$ cat config.mk
export PLATFORM = sky130hd
export DESIGN_NAME = ysyx_22050550_axi_burst_master
export DESIGN_NICKNAME = d
export VERILOG_FILES = /design/src/rtl/ysyx_22050550_axi_burst_master_pkg.sv /design/src/rtl/ysyx_22050550_axi_rbuf.sv /design/src/rtl/ysyx_22050550_axi_burst_master.sv
export SDC_FILE = /design/constraint.sdc
export NUM_CORES = 1
export LEC_CHECK = 0
export CORE_AREA = 4 4 203 205
export CTS_CLUSTER_SIZE = 20
export DETAILED_ROUTE_END_ITERATION = 8
export DIE_AREA = 0 0 207 209
export PLACE_DENSITY_LB_ADDON = 0.05
export REMOVE_ABC_BUFFERS = 1
export SLEW_MARGIN = 20
export SYNTH_ARGS = -nofsm -noshare
export SYNTH_HDL_FRONTEND = slang
export SYNTH_SLANG_ARGS = --single-unit
export TNS_END_PERCENT = 100
$ cat constraint.sdc
create_clock -name clock -period 4.6 [get_ports clock]
set_input_delay 1.15 -clock clock [delete_from_list [all_inputs] [get_ports clock]]
set_output_delay 1.15 -clock clock [all_outputs]
set_load 0.01 [all_outputs]
$ cat src/rtl/ysyx_22050550_axi_burst_master_pkg.sv
// Shared types and constants for the AXI burst master and its read buffer.
// Latency: n/a (declarations only).
// Backpressure: n/a.
package ysyx_22050550_axi_burst_master_pkg;

    // Default bus widths.
    localparam int ADDR_W_DFLT = 64;
    localparam int DATA_W_DFLT = 64;
    localparam int LEN_W       = 8;
    localparam int SIZE_W      = 3;
    localparam int BURST_W     = 2;

    // Only INCR bursts are issued.
    localparam logic [BURST_W-1:0] AXI_BURST_INCR = 2'b01;

    // Beat size codes. Codes above 8B are forwarded unchanged.
    localparam logic [SIZE_W-1:0] AXI_SIZE_1B = 3'd0;
    localparam logic [SIZE_W-1:0] AXI_SIZE_2B = 3'd1;
    localparam logic [SIZE_W-1:0] AXI_SIZE_4B = 3'd2;
    localparam logic [SIZE_W-1:0] AXI_SIZE_8B = 3'd3;

    typedef enum logic [2:0] {
        ST_IDLE = 3'd0,
        ST_AR   = 3'd1,
        ST_R    = 3'd2,
        ST_AW   = 3'd3,
        ST_W    = 3'd4
    } state_e;

    // Burst shape latched at request accept.
    typedef struct packed {
        logic [LEN_W-1:0]  len;
        logic [SIZE_W-1:0] size;
    } burst_cfg_t;

    // True when the beat counter has reached the final beat of the burst.
    function automatic logic is_last_beat(input logic [LEN_W-1:0] cnt,
                                          input logic [LEN_W-1:0] len);
        return cnt == len;
    endfunction

endpackage

$ cat src/rtl/ysyx_22050550_axi_rbuf.sv
// One-entry holding register for read beats (data + last flag).
// Latency: 1 cycle from input handshake to output valid.
// Backpressure: accepts when empty or when the held beat drains the same cycle.
//
// Ports: clock/reset (async active-low); in_valid_i/in_ready_o/in_data_i/in_last_i
// upstream beat; out_valid_o/out_ready_i/out_data_o/out_last_o downstream beat.
module ysyx_22050550_axi_rbuf
    import ysyx_22050550_axi_burst_master_pkg::*;
#(
    parameter int DATA_W = DATA_W_DFLT
) (
    input  logic              clock,
    input  logic              reset,
    input  logic              in_valid_i,
    output logic              in_ready_o,
    input  logic [DATA_W-1:0] in_data_i,
    input  logic              in_last_i,
    output logic              out_valid_o,
    input  logic              out_ready_i,
    output logic [DATA_W-1:0] out_data_o,
    output logic              out_last_o
);

    logic              vld_q,  vld_d;
    logic [DATA_W-1:0] dat_q,  dat_d;
    logic              last_q, last_d;

    // Pass-through ready: a full buffer can still take a beat while draining.
    assign in_ready_o = !vld_q || out_ready_i;

    always_comb begin
        vld_d  = vld_q;
        dat_d  = dat_q;
        last_d = last_q;
        if (in_valid_i && in_ready_o) begin
            vld_d  = 1'b1;
            dat_d  = in_data_i;
            last_d = in_last_i;
        end else if (out_ready_i) begin
            vld_d  = 1'b0;
        end
    end

    always_ff @(posedge clock or negedge reset) begin
        if (!reset) begin
            vld_q  <= 1'b0;
            dat_q  <= '0;
            last_q <= 1'b0;
        end else begin
            vld_q  <= vld_d;
            dat_q  <= dat_d;
            last_q <= last_d;
        end
    end

    assign out_valid_o = vld_q;
    assign out_data_o  = dat_q;
    // Only meaningful while valid; forced low when empty so reset value is 0.
    assign out_last_o  = last_q && vld_q;

endmodule

$ cat src/rtl/ysyx_22050550_axi_burst_master.sv
// AXI-style INCR burst initiator: one client line request -> one read or write burst.
// Latency: address valid the cycle after accept; read beats 1 cycle behind r; done 1 cycle after last beat.
// Backpressure: r stalls when the one-entry buffer is full and not draining; w passes ready straight through.
//
// Ports: clock, reset (async active-low); io_req_* client request; io_wdata_* client
// write beats; io_rdata_* client read beats; io_done completion pulse; io_err sticky
// beat-count error; io_Sram_ar/aw/r/w_* plus io_ar_*/io_aw_* memory-side channels.
// Optional macro YSYX_22050550_AXI_BEAT_CHECK_EN enables the r-last checker driving io_err.
module ysyx_22050550_axi_burst_master
    import ysyx_22050550_axi_burst_master_pkg::*;
#(
    parameter int ADDR_W = ADDR_W_DFLT,
    parameter int DATA_W = DATA_W_DFLT
) (
    input  logic                clock,
    input  logic                reset,
    // client request
    input  logic                io_req_valid,
    output logic                io_req_ready,
    input  logic                io_req_wen,
    input  logic [ADDR_W-1:0]   io_req_addr,
    input  logic [LEN_W-1:0]    io_req_len,
    input  logic [SIZE_W-1:0]   io_req_size,
    // client write beats
    input  logic                io_wdata_valid,
    output logic                io_wdata_ready,
    input  logic [DATA_W-1:0]   io_wdata,
    input  logic [DATA_W/8-1:0] io_wstrb,
    // client read beats
    output logic                io_rdata_valid,
    input  logic                io_rdata_ready,
    output logic [DATA_W-1:0]   io_rdata,
    output logic                io_rdata_last,
    // status
    output logic                io_done,
    output logic                io_err,
    // read address channel
    output logic                io_Sram_ar_valid,
    input  logic                io_Sram_ar_ready,
    output logic [ADDR_W-1:0]   io_Sram_ar_bits_addr,
    output logic [LEN_W-1:0]    io_ar_len,
    output logic [SIZE_W-1:0]   io_ar_size,
    output logic [BURST_W-1:0]  io_ar_burst,
    // read data channel
    input  logic                io_Sram_r_valid,
    output logic                io_Sram_r_ready,
    input  logic [DATA_W-1:0]   io_Sram_r_bits_data,
    input  logic                io_Sram_r_bits_last,
    // write address channel
    output logic                io_Sram_aw_valid,
    input  logic                io_Sram_aw_ready,
    output logic [ADDR_W-1:0]   io_Sram_aw_bits_addr,
    output logic [LEN_W-1:0]    io_aw_len,
    output logic [SIZE_W-1:0]   io_aw_size,
    output logic [BURST_W-1:0]  io_aw_burst,
    // write data channel
    output logic                io_Sram_w_valid,
    input  logic                io_Sram_w_ready,
    output logic [DATA_W-1:0]   io_Sram_w_bits_data,
    output logic [DATA_W/8-1:0] io_Sram_w_bits_strb
);

    state_e            state_q, state_d;
    logic [ADDR_W-1:0] addr_q,  addr_d;
    burst_cfg_t        cfg_q,   cfg_d;
    logic [LEN_W-1:0]  cnt_q,   cnt_d;
    logic              done_q,  done_d;

    logic rbuf_in_vld;
    logic rbuf_in_rdy;
    logic rbuf_out_vld;

    logic req_hs;
    logic r_hs;
    logic w_hs;
    logic beat_last;

    assign req_hs    = io_req_valid && io_req_ready;
    assign r_hs      = io_Sram_r_valid && io_Sram_r_ready;
    assign w_hs      = io_Sram_w_valid && io_Sram_w_ready;
    assign beat_last = is_last_beat(cnt_q, cfg_q.len);

    // ---------------------------------------------------------------- state register
    always_ff @(posedge clock or negedge reset) begin
        if (!reset) begin
            state_q <= ST_IDLE;
        end else begin
            state_q <= state_d;
        end
    end

    // ---------------------------------------------------------------- next state
    always_comb begin
        state_d = state_q;
        unique case (state_q)
            ST_IDLE: if (req_hs)                state_d = io_req_wen ? ST_AW : ST_AR;
            ST_AR:   if (io_Sram_ar_ready)      state_d = ST_R;
            ST_R:    if (r_hs && beat_last)     state_d = ST_IDLE;
            ST_AW:   if (io_Sram_aw_ready)      state_d = ST_W;
            ST_W:    if (w_hs && beat_last)     state_d = ST_IDLE;
            default:                            state_d = ST_IDLE;
        endcase
    end

    // ---------------------------------------------------------------- outputs
    always_comb begin
        io_req_ready     = 1'b0;
        io_Sram_ar_valid = 1'b0;
        io_Sram_aw_valid = 1'b0;
        io_Sram_r_ready  = 1'b0;
        rbuf_in_vld      = 1'b0;
        io_Sram_w_valid  = 1'b0;
        io_wdata_ready   = 1'b0;
        unique case (state_q)
            // A held read beat must drain first, and the done cycle is never
            // an accept cycle. Gating with reset keeps ready low while in reset.
            ST_IDLE: io_req_ready = reset && !rbuf_out_vld && !done_q;
            ST_AR:   io_Sram_ar_valid = 1'b1;
            ST_R: begin
                rbuf_in_vld     = io_Sram_r_valid;
                io_Sram_r_ready = rbuf_in_rdy;
            end
            ST_AW:   io_Sram_aw_valid = 1'b1;
            ST_W: begin
                io_Sram_w_valid = io_wdata_valid;
                io_wdata_ready  = io_Sram_w_ready;
            end
            default: ;
        endcase
    end

    // ---------------------------------------------------------------- datapath
    always_comb begin
        addr_d = addr_q;
        cfg_d  = cfg_q;
        cnt_d  = cnt_q;
        done_d = (r_hs || w_hs) && beat_last;
        if (req_hs) begin
            addr_d = io_req_addr;
            cfg_d  = '{len: io_req_len, size: io_req_size};
            cnt_d  = '0;
        end else if (r_hs || w_hs) begin
            // len=255 wraps the counter back to 0 on the final beat; harmless.
            cnt_d  = cnt_q + 8'd1;
        end
    end

    always_ff @(posedge clock or negedge reset) begin
        if (!reset) begin
            addr_q <= '0;
            cfg_q  <= '0;
            cnt_q  <= '0;
            done_q <= 1'b0;
        end else begin
            addr_q <= addr_d;
            cfg_q  <= cfg_d;
            cnt_q  <= cnt_d;
            done_q <= done_d;
        end
    end

    ysyx_22050550_axi_rbuf #(
        .DATA_W (DATA_W)
    ) u_rbuf (
        .clock       (clock),
        .reset       (reset),
        .in_valid_i  (rbuf_in_vld),
        .in_ready_o  (rbuf_in_rdy),
        .in_data_i   (io_Sram_r_bits_data),
        .in_last_i   (beat_last),
        .out_valid_o (rbuf_out_vld),
        .out_ready_i (io_rdata_ready),
        .out_data_o  (io_rdata),
        .out_last_o  (io_rdata_last)
    );

    assign io_rdata_valid       = rbuf_out_vld;
    assign io_done              = done_q;

    assign io_Sram_ar_bits_addr = addr_q;
    assign io_ar_len            = cfg_q.len;
    assign io_ar_size           = cfg_q.size;
    assign io_ar_burst          = AXI_BURST_INCR;

    assign io_Sram_aw_bits_addr = addr_q;
    assign io_aw_len            = cfg_q.len;
    assign io_aw_size           = cfg_q.size;
    assign io_aw_burst          = AXI_BURST_INCR;

    assign io_Sram_w_bits_data  = io_wdata;
    assign io_Sram_w_bits_strb  = io_wstrb;

`ifdef YSYX_22050550_AXI_BEAT_CHECK_EN
    // Responder's last flag must agree with our own count; termination still
    // follows the counter, the flag only records the disagreement.
    logic err_q, err_d;

    always_comb begin
        err_d = err_q;
        if (r_hs && (io_Sram_r_bits_last != beat_last)) begin
            err_d = 1'b1;
        end
    end

    always_ff @(posedge clock or negedge reset) begin
        if (!reset) begin
            err_q <= 1'b0;
        end else begin
            err_q <= err_d;
        end
    end

    assign io_err = err_q;
`else
    logic unused_r_last;
    assign unused_r_last = io_Sram_r_bits_last;
    assign io_err        = 1'b0;
`endif

endmodule

* Yosys cells after proc, flatten, opt, wreduce, memory -nomap -nowiden
Cells that the tools add are included.
Cells by class: $add $sub $neg 1, equal/unequal tests 10, mux-type cells 18, reductions and logical operators 18
Operators with widths (count):
- 8-bit 2-to-1 mux | 2
- 3-bit 2-to-1 mux | 5
- 3-bit one-hot mux with 5 select lines | 1
- 1-bit logical AND | 10
- 2-bit != test (second input constant) | 5
- 1-bit 2-to-1 mux | 9
- 8-bit by 1-bit adder with 8-bit output (second input constant) | 1
- 8-bit == test | 1
- 3-bit by 2-bit == test with 1-bit output (second input constant) | 2
- 5-bit AND reduction | 1
- 2-bit nonzero test | 2
- 3-bit by 1-bit == test with 1-bit output (second input constant) | 1
- 3-bit == test (second input constant) | 1
- 3-bit logical NOT | 1
- 1-bit logical NOT | 2
- 1-bit logical OR | 2
- 2-bit 2-to-1 mux | 1
Word-level totals: bits in registers 153, input port bits 222, output and inout port bits 300, word-level logic and storage cells 56

* Depth between registers and ports, before layout
Gate-level depths: netlist of run 1.
depth after elaboration 7, mapped depth 7, depth with buffers taken out 4

* By module
A second synthesis of run 1 with hierarchy kept.
Second synthesis, totals: cell total of the unflattened synthesis 541, area total of the unflattened synthesis 7504.7 µm²
By module, submodules not included:
- ysyx_22050550_axi_burst_master | times used 1, cells each 399, area an instance 4770.8 µm², sequential area each 2177.1 µm²
- ysyx_22050550_axi_rbuf | times used 1, cells each 142, area an instance 2733.9 µm², sequential area each 1651.6 µm²

* Worst setup path before layout of run 1
OpenSTA, ideal clock, no wires.
kind input to output, from input port reset, to output port io_req_ready, arrival time 1.555 ns, required time 3.450 ns, slack 1.895 ns, stages on the path 2, path buffers 0, cells stage by stage nor4b_4 and2_1
Between the ends: word-level cells in the longest chain between the ends 3
Ends and longest elaborated chain:
- start, declared | RTL line ysyx_22050550_axi_burst_master.sv:16 | input logic reset,
- 1-bit logical AND (2 in series) | RTL line ysyx_22050550_axi_burst_master.sv:117 | ST_IDLE: io_req_ready = reset && !rbuf_out_vld && !done_q;
- 1-bit 2-to-1 mux | RTL line ysyx_22050550_axi_burst_master.sv:114 | unique case (state_q)
- end, declared | RTL line ysyx_22050550_axi_burst_master.sv:19 | output logic io_req_ready,
No other way between the ends.

* Worst setup path in the final report of run 1
from input port io_rdata_ready, to output port io_Sram_r_ready
Between the ends: word-level cells in the longest chain between the ends 2
Ends and longest elaborated chain:
- start, declared | RTL line ysyx_22050550_axi_burst_master.sv:31 | input logic io_rdata_ready,
- 1-bit logical OR | RTL line ysyx_22050550_axi_rbuf.sv:29 | assign in_ready_o = !vld_q || out_ready_i;
- 1-bit 2-to-1 mux | RTL line ysyx_22050550_axi_burst_master.sv:114
- end, declared | RTL line ysyx_22050550_axi_burst_master.sv:46 | output logic io_Sram_r_ready,
No other way between the ends.

==> metrics.txt, run 1 <==
Worst-Margin Slew 0.7773 ns; ys async rst share 1.000; Worst setup SP type input port; met3 wire length 6952 um; hold crit path type reg -> reg; final hold vios 0; area of the core 39460 um^2; Die Width 207 um; Final Max Slew Viols 0; Fmax 272.1 MHz; synthesized area 7317 um^2; Worst path slowest cell clkdlybuf4s50_1; # setup viols final 0; post-route worst setup slack 0.9254 ns; wire length on met1 12960 um; Die ar. 43260 um^2; pre-CTS setup slack 0.9291 ns; number of global-route vias before repair 6065; crit share post-route 0.7988; Die H 209 um; row count 73; Post-Route Skew 0.006674 ns; DR WL/cell 22.70 um; outcome completed; HPWL after DPL 25730 um; Mapped Cells 679; FF+latch count, synth 153; Fin Setup TNS 0 ns; Root Driver clkbuf_16; I/O Pins 522; # hold bufs at CTS 0; Pleak 4.868 nW; Sink Count 153; Port Buffers 371; commonest register cell after synthesis dfrtp_1; number of synthesized flops with an enable pin 0; critical path endpoint category output port; CTS resizes 0; R2R Setup Slk 2.61 ns; Critical Path Max Stage Delay 0.54 ns; placed instance area 10500 um^2; GPL Wtd Cong 0.8150; Total GRT Usage 0.1493; setup bufs post-CTS 0; final WL 32730 um; top cells by area, synth dfrtp_1, buf_4, nand2_1; drt first pass iters 4; total grt overflow 0; top cell type's share of synthesized area 0.5233; final net count 1125; post-synth top area cell dfrtp_1; Max Fanout on Critical Path 4; initial core utilization 0.1854; first-pass GRT wire length 46410 um; syn avg cell area 10.78 um^2; Slew headroom 0.4818; total power 7.824 mW; Max IR drop VDD 308.9 uV; H-tree depth 4; via/cell ratio 3.723; Num CTS Buffers 17; critical path arrival 2.52 ns; Final ANT Viol Nets 0; share of layout cells above drive strength 1 0.1290; area delta synth->final 51.88%; initial DRC count 201; crit path time final 3.675 ns; register area share after synthesis 0.5233; DRC viols 0; PD cells 704.0 nW/um^2; Non-Filler Instances 1442; initial antenna violation count 5; YS warnings 0; TritonCTS clock tree done; highest routed layer met5; WP data required 3.45 ns; setup repair after global routing missed its margin false; via count 5369; most used cell, CP clkdlybuf4s50_1; pin count of the biggest net entering global routing 62; clk_lat worst skew 0.44 ns; deepest clock path buffer count 2; Hold Slack 0.4723 ns; met2 wire length 12320 um; Max-Cap Viols 0; Cell variety after synth 35; fin area 11110 um^2; critical-path cell list clkdlybuf4s50_1 -> nand2b_1 -> nand2_1 -> nor2_1 -> clkdlybuf4s50_1; Final Util 0.2816; dpl cells 1408; Worst Setup Path Type in -> out; total of fill cells in the finished design 4208; clock slew at reported path FFs 0.06 ns
[area by class of cell]
| type | instances | area, um^2 | share of cell area |
|---|---|---|---|
| inverter | 3 | 11.26 | 0.001013 |
| sequential | 153 | 3829 | 0.3445 |
| timing repair buffer | 378 | 3792 | 0.3413 |
| multi-input combinational | 349 | 2207 | 0.1986 |
| tap | 525 | 656.9 | 0.05911 |
| antenna | 2 | 5.005 | 0.0004503 |
| clock inverter | 13 | 168.9 | 0.01520 |
| clock buffer | 19 | 442.9 | 0.03986 |
[worst paths after layout]
kind	endpoint	cells past startpoint	from
max reg2reg	u_rbuf.out_data_o[21]	5	state_q[1]
max	io_Sram_r_ready	5	io_rdata_ready
min	u_rbuf.out_data_o[57]	2	u_rbuf.out_data_o[57]
min reg2reg	u_rbuf.out_data_o[57]	2	u_rbuf.out_data_o[57]
min in group asynchronous	u_rbuf.out_data_o[16]	2	reset
max in group asynchronous	io_Sram_ar_bits_addr[34]	3	reset
[state kept, by name (all words and copies together) (netlist names)]
signal	cells
u_rbuf.out_valid_o	1
cnt_q	8
u_rbuf.last_q	1
io_ar_len	8
state_q	3
io_Sram_ar_bits_addr	64
io_done	1
u_rbuf.out_data_o	64
io_ar_size	3
[kinds of logic (layout without fill, tap and decap cells)]
kind of cell	after synthesis	in the layout	share of synthesized area
mux	83	83	0.1368
xor+xnor	8	8	0.009576
compound gates	16	16	0.01437
flops	153	153	0.5233
buf+inv	180	413	0.1785
other cells	2	7	0.001026
simple gates	236	236	0.1347
fa+ha+maj	1	1	0.001710
[metal layers]
layer	track usage	up-vias
li1	-	2462
met1	0.1699	2498
met2	0.1889	376
met3	0.1591	25
met4	0.02804	8
met5	0.03115	-
[cell usage in the layout, fill, tap and decap left out, drive strengths merged, types with 2 or more instances in the layout]
master           n
inv              5
clkinv           4
nand4            3
a21oi            3
xnor2            8
diode            2
clkdlybuf4s50  370
and3             3
nor3             2
mux2            76
bufinv           3
o2111ai          3
nand2b           7
o21ai            5
conb             5
mux2i            7
nand2          202
nand3            4
clkbuf          19
dfrtp          153
and2             4
buf              8
nor2b            2
clkinvlp         4
nor2             5
[worst max-delay path: cells and delay by family]
kind / cells / cell delay [ns]
buf+inv: 2 / 1.00
simple gates: 3 / 0.37
[cells in the mapped netlist, types with 4 or more instances]
library cell	number
dfrtp_1	153
clkbuf_1	7
xnor2_1	8
o21ai_0	5
mux2i_1	7
buf_2	9
mux2_2	54
nor2_1	5
and2_1	4
nand2_1	202
nand2b_1	7
buf_4	157
buf_6	4
mux2_4	20
[power by group]
| part | internal (mW) | switching [mW] |
|---|---|---|
| clock | 0.873 | 0.624 |
| combinational | 2.26 | 1.52 |
| sequential | 1.98 | 0.573 |
| total | 5.11 | 2.71 |
(Power assumes the default switching activity.)
==> run 2, diff against run 1 <==
Settings changed: CORE_AREA 4 4 203 205 to 4 4 200 202, DIE_AREA 0 0 207 209 to 0 0 204 206.
Clock period 4.6 ns to 3.52 ns, I/O delays scaled along.
==> run 2 against run 1 <==
Against the previous run: cell area increased by 0.21%; first-iteration DRC count decreased by 11%; sequential share of layout area decreased by 0.073 points; sequential cell count unchanged; wire length decreased by 1.6%; critical path type unchanged; final cell count decreased by 0.55%; global-route usage about the same.
==> metrics.txt, run 2 (synthesis results as in run 1) <==
initial core utilization 0.1911 (was 0.1854); Worst Path Buf+Inv 2 (unchanged); number of global-route vias before repair 5794 (was 6065); Root Driver clkbuf_16 (unchanged); via count 5373 (was 5369); Total GRT Usage 0.1496 (was 0.1493); final WL 32200 um (was 32730 um); commonest non-fill, non-tap cell in the layout clkdlybuf4s50_1 (unchanged); GPL Wtd Cong 0.7953 (was 0.8150); critical-path cell list clkdlybuf4s50_1 -> nand2b_1 -> nand2_1 -> nor2_1 -> clkdlybuf4s50_1 (unchanged); placed instance area 10530 um^2 (was 10500 um^2); Final Max Slew Viols 0 (unchanged); most used cell, CP clkdlybuf4s50_1 (unchanged); H-tree depth 4 (unchanged); crit path time final 3.102 ns; Top Usage Layer GRT met2 (unchanged); critical path endpoint category output port (unchanged); Sink Count 153 (unchanged); met2 usage 0.1928 (was 0.1889); total grt overflow 0 (unchanged); clock slew at reported path FFs 0.06 ns (about the same); Die Width 204 um (was 207 um); hold crit path type reg -> reg (unchanged); antenna cell count 0 (was 2); Port Buffers 371 (unchanged); HPWL after DPL 25140 um (was 25730 um); initial antenna violation count 1 (was 5); fin area 11140 um^2 (was 11110 um^2); Max IR drop VDD 365.1 uV (was 308.9 uV); Worst setup SP type input port (unchanged); # hold bufs at CTS 0 (unchanged); area delta synth->final 52.21% (was 51.88%); final net count 1126 (was 1125); clk_lat worst skew 0.43 ns (was 0.44 ns); Pleak 4.896 nW (was 4.868 nW); critical path arrival 2.22 ns (was 2.52 ns); setup repair after global routing missed its margin false (unchanged); area of the core 38290 um^2 (was 39460 um^2); Die ar. 42020 um^2 (was 43260 um^2); initial DRC count 178 (was 201); met1 usage in global routing 0.1607 (was 0.1699); CTS resizes 0 (unchanged); WP data required 2.64 ns (was 3.45 ns); share of layout cells above drive strength 1 0.1299 (was 0.1290); commonest non-fill, non-tap cells in the layout clkdlybuf4s50_1, nand2_1, dfrtp_1, mux2_2, mux2_4 (unchanged); Slew headroom 0.3766 (was 0.4818); DRC viols 0 (unchanged); Num CTS Buffers 17 (unchanged); Fmax 322.4 MHz; Worst Setup Path Type in -> out (unchanged); TritonCTS clock tree done (unchanged); crit share post-route 0.8813; Max Fanout on Critical Path 4 (unchanged); drt first pass iters 4 (unchanged); Post-Route Skew 0.006820 ns (was 0.006674 ns); met3 Use GR 0.1622 (was 0.1591); Worst-Margin Slew 0.9352 ns (was 0.7773 ns); first-pass GRT wire length 44630 um (was 46410 um); cell family with most CP delay buffers and inverters (unchanged); setup bufs post-CTS 0 (unchanged); # setup viols final 0 (unchanged); Fin Setup TNS 0 ns (unchanged); deepest clock path buffer count 2 (unchanged); Worst path slowest cell clkdlybuf4s50_1 (unchanged); Die H 206 um (was 209 um); row count 72 (was 73); via/cell ratio 3.747 (was 3.723); I/O Pins 522 (unchanged); final hold vios 0 (unchanged); Critical Path Max Stage Delay 0.55 ns (was 0.54 ns); Final ANT Viol Nets 0 (unchanged); Max-Cap Viols 0 (unchanged); PD cells 916.3 nW/um^2 (was 704.0 nW/um^2); DR WL/cell 22.46 um (was 22.70 um); outcome completed (unchanged); pin count of the biggest net entering global routing 154 (was 62)
==> run 2: cell types whose count changed in the layout (fill, tap and decap cells not counted), moves of 2 or more <==
cell	previous run	this run
buf_12	2	5
buf_4	5	3
clkinv_2	1	5
clkinv_4	3	1
clkinvlp_4	4	2
diode_2	2	0
==> run 2: cell type report <==
cell class,count,area [um^2]
fillers,3993,27150
repair buffers,379,3837
flip-flops and latches,153,3829
multi-input cells,349,2207
well taps,518,648.1
clock buffers,20,456.7
clock inverters,12,147.6
inverters,3,11.26
==> run 2: layer usage <==
layer,vias up,routed length [um],share of wire
met2,410,12300,0.38
met1,2467,11990,0.37
met4,8,348,0.011
li1,2463,-,-
met5,-,334,0.010
met3,25,7231,0.22
==> run 2: path summary, 6_finish.rpt <==
kind	from	end	slack (ns)	depth (start not counted)
max	io_rdata_ready	io_Sram_r_ready	0.42	5
min	u_rbuf.out_data_o[43]	u_rbuf.out_data_o[43]	0.47	2
max reg2reg	state_q[1]	io_Sram_ar_bits_addr[4]	1.46	4
min reg2reg	u_rbuf.out_data_o[43]	u_rbuf.out_data_o[43]	0.47	2
max in group asynchronous	reset	u_rbuf.out_data_o[31]	2.22	2
min in group asynchronous	reset	u_rbuf.out_valid_o	0.59	2
==> run 2: report_power, final <==
group	internal [mW]	leakage [nW]	switching (mW)	total (mW)
sequential	2.59	1.88	0.721	3.31
combinational	2.99	2.72	1.98	4.96
clock	1.15	0.296	0.783	1.93
total	6.72	4.90	3.48	10.2
==> run 2: tightest hold or removal path, stage by stage, from the launching register on <==
cell and delay (ns):
dfrtp_1 0.34, nand2_1 0.05, nand2_1 0.05
==> run 2: per-stage QoR <==
| step | setup slack, ns | utilization | hold slack (ns) | power, mW | std cells |
|---|---|---|---|---|---|
| finish | 0.4178 | 0.2909 | 0.4703 | 10.20 | 1434 |
| global placement | 0.4167 | 0.2751 | 0.4578 | 8.456 | 1402 |
| detailed placement | 0.4131 | 0.2751 | 0.4612 | 8.390 | 1402 |
| floorplan | 0.2207 | - | 0.4730 | 5.037 | 505 |
| global route | 0.3482 | 0.2909 | 0.4853 | 10.87 | 1434 |
| CTS | 0.4066 | 0.2909 | 0.4780 | 10.45 | 1434 |
==> run 3, diff against run 2 <==
Clock period 3.52 ns to 2.95 ns, I/O delays scaled along.
==> run 3 against run 2 <==
Against the previous run: final cell count barely moved; sequential power rose by 19%; via count fell by 0.43%; count of clock-buffer cells in the layout rose by 3; clock skew fell by 0.0018 ns; non-clock buffer count rose by 2; first-iteration DRC count fell by 30%; hold slack got worse by 0.020 ns; largest power group unchanged; core utilization rose by 0.059 points; critical endpoint is now io_req_ready; highest routed layer unchanged; cell area rose by 0.20%.
==> metrics.txt, run 3 (synthesis results as in run 1) <==
outcome completed (unchanged); total of fill cells in the finished design 4011 (was 3993); Die H 206 um (unchanged); Die Width 204 um (unchanged); Final ANT Viol Nets 0 (unchanged); Port Buffers 371 (unchanged); Hold Slack 0.4501 ns (was 0.4703 ns); setup repair after global routing missed its margin false (unchanged); drt first pass iters 4 (unchanged); Num CTS Buffers 17 (unchanged); deepest clock path buffer count 2 (unchanged); hold crit path type in -> async (was reg -> reg); number of global-route vias before repair 5859 (was 5794); crit share post-route 0.9340; placed instance area 10550 um^2 (was 10530 um^2); I/O Pins 522 (unchanged); area of the core 38290 um^2 (unchanged); Post-Route Skew 0.004985 ns (was 0.006820 ns); Worst-Margin Slew 0.7622 ns (was 0.9352 ns); final hold vios 0 (unchanged); total grt overflow 0 (unchanged); R2R Setup Slk 0.99 ns (was 1.46 ns); Total GRT Usage 0.1492 (was 0.1496); via count 5350 (was 5373); HPWL after DPL 25050 um (was 25140 um); Sink Count 153 (unchanged); setup bufs post-CTS 0 (unchanged); # hold bufs at CTS 0 (unchanged); fin area 11160 um^2 (was 11140 um^2); initial core utilization 0.1911 (unchanged); commonest non-fill, non-tap cell in the layout clkdlybuf4s50_1 (unchanged); critical path arrival 2.02 ns (was 2.22 ns); commonest non-fill, non-tap cells in the layout clkdlybuf4s50_1, nand2_1, dfrtp_1, mux2_2, mux2_4 (unchanged); Max IR drop VDD 491.5 uV (was 365.1 uV); crit path time final 2.755 ns; DR WL/cell 22.29 um (was 22.46 um); Root Driver clkbuf_16 (unchanged); clock slew at reported path FFs 0.06 ns (about the same); met2 wire length 12210 um (was 12300 um); initial DRC count 125 (was 178); final net count 1128 (was 1126); share of layout cells above drive strength 1 0.1276 (was 0.1299); cells on worst reg2reg path 4 (unchanged); Max Fanout on Critical Path 8 (was 4); row count 72 (unchanged); # setup viols final 0 (unchanged); worst flop-to-flop path startpoint state_q[1] (unchanged); via/cell ratio 3.728 (was 3.747); area delta synth->final 52.51% (was 52.21%); TritonCTS clock tree done (unchanged); Pleak 4.913 nW (was 4.896 nW); PD cells 1095 nW/um^2 (was 916.3 nW/um^2); Fmax 362.9 MHz; CTS resizes 0 (unchanged); final WL 31990 um (was 32200 um); antenna cell count 0 (unchanged); critical path endpoint category output port (unchanged); WP data required 2.21 ns (was 2.64 ns); wire length on met1 11980 um (was 11990 um); Final Max Slew Viols 0 (unchanged); Slew headroom 0.4919 (was 0.3766); first-pass GRT wire length 44390 um (was 44630 um); H-tree depth 4 (unchanged); DRC viols 0 (unchanged); highest routed layer met5 (unchanged); Die ar. 42020 um^2 (unchanged); initial antenna violation count 3 (was 1); met3 wire length 7304 um (was 7231 um); Worst Setup Path Type reg -> out (was in -> out); pin count of the biggest net entering global routing 109 (was 154); GPL Wtd Cong 0.7977 (was 0.7953); Worst setup SP type flop (was input port); Final Util 0.2915 (was 0.2909); clk_lat worst skew 0.43 ns (about the same); worst r2r dst io_Sram_ar_bits_addr[22] (was io_Sram_ar_bits_addr[4]); Max-Cap Viols 0 (unchanged)
==> run 3: changes by cell type in the layout (fill, tap and decap cells not counted), sizes merged <==
cell	delta
buf	+2
bufinv	+1
clkbuf	+3
clkinv	-2
clkinvlp	-2
inv	-1
==> run 3: worst max-delay path, stage by stage (launching register included) <==
cell             delay, ns
dfrtp_1               0.48
nor4b_4               0.39
and2_1                0.18
clkdlybuf4s50_1       0.54
==> run 3: layout make-up <==
| type | instances | area [um^2] | share of cell area |
|---|---|---|---|
| inverters | 3 | 11.26 | 0.001009 |
| multi-input cells | 349 | 2207 | 0.1978 |
| clock buffers | 23 | 467.9 | 0.04193 |
| repair buffers | 381 | 3852 | 0.3452 |
| clock inverters | 8 | 143.9 | 0.01289 |
| well taps | 518 | 648.1 | 0.05808 |
| flip-flops and latches | 153 | 3829 | 0.3431 |
==> run 3: worst max path at each step <==
| stage | cells past startpoint | end | slack, ns | startpoint |
|---|---|---|---|---|
| 3_5_place_dp | 5 | io_Sram_r_ready | 0.23 | io_rdata_ready |
| 2_1_floorplan | 3 | io_Sram_ar_bits_addr[21] | -0.21 | reset |
| 3_3_place_gp | 5 | io_Sram_r_ready | 0.20 | io_rdata_ready |
| 5_1_grt | 3 | io_req_ready | 0.08 | state_q[1] |
| 4_1_cts | 3 | io_req_ready | 0.13 | state_q[1] |
| 6_report | 3 | io_req_ready | 0.19 | state_q[1] |
==> run 3: metal layers <==
metal,global-route usage,up-vias
met1,0.1615,2492
met3,0.1638,25
li1,-,2462
met5,0.02143,-
met4,0.03302,8
met2,0.1936,363
==> run 3: power breakdown <==
| group | internal (mW) | switching [mW] | total (mW) |
|---|---|---|---|
| combinational | 3.57 | 2.36 | 5.93 |
| clock | 1.46 | 0.901 | 2.36 |
| sequential | 3.09 | 0.853 | 3.94 |
==> run 3: per-stage QoR <==
| step | worst slack, ns | total power [mW] | instances | setup TNS (ns) |
|---|---|---|---|---|
| 3_5_place_dp | 0.2336 | 10.01 | 1404 | 0 |
| 3_3_place_gp | 0.1996 | 10.10 | 1404 | 0 |
| 6_report | 0.1946 | 12.22 | 1435 | 0 |
| 5_1_grt | 0.08020 | 13.04 | 1435 | 0 |
| 2_1_floorplan | -0.2068 | 6.011 | 505 | -11.86 |
| 4_1_cts | 0.1295 | 12.52 | 1435 | 0 |
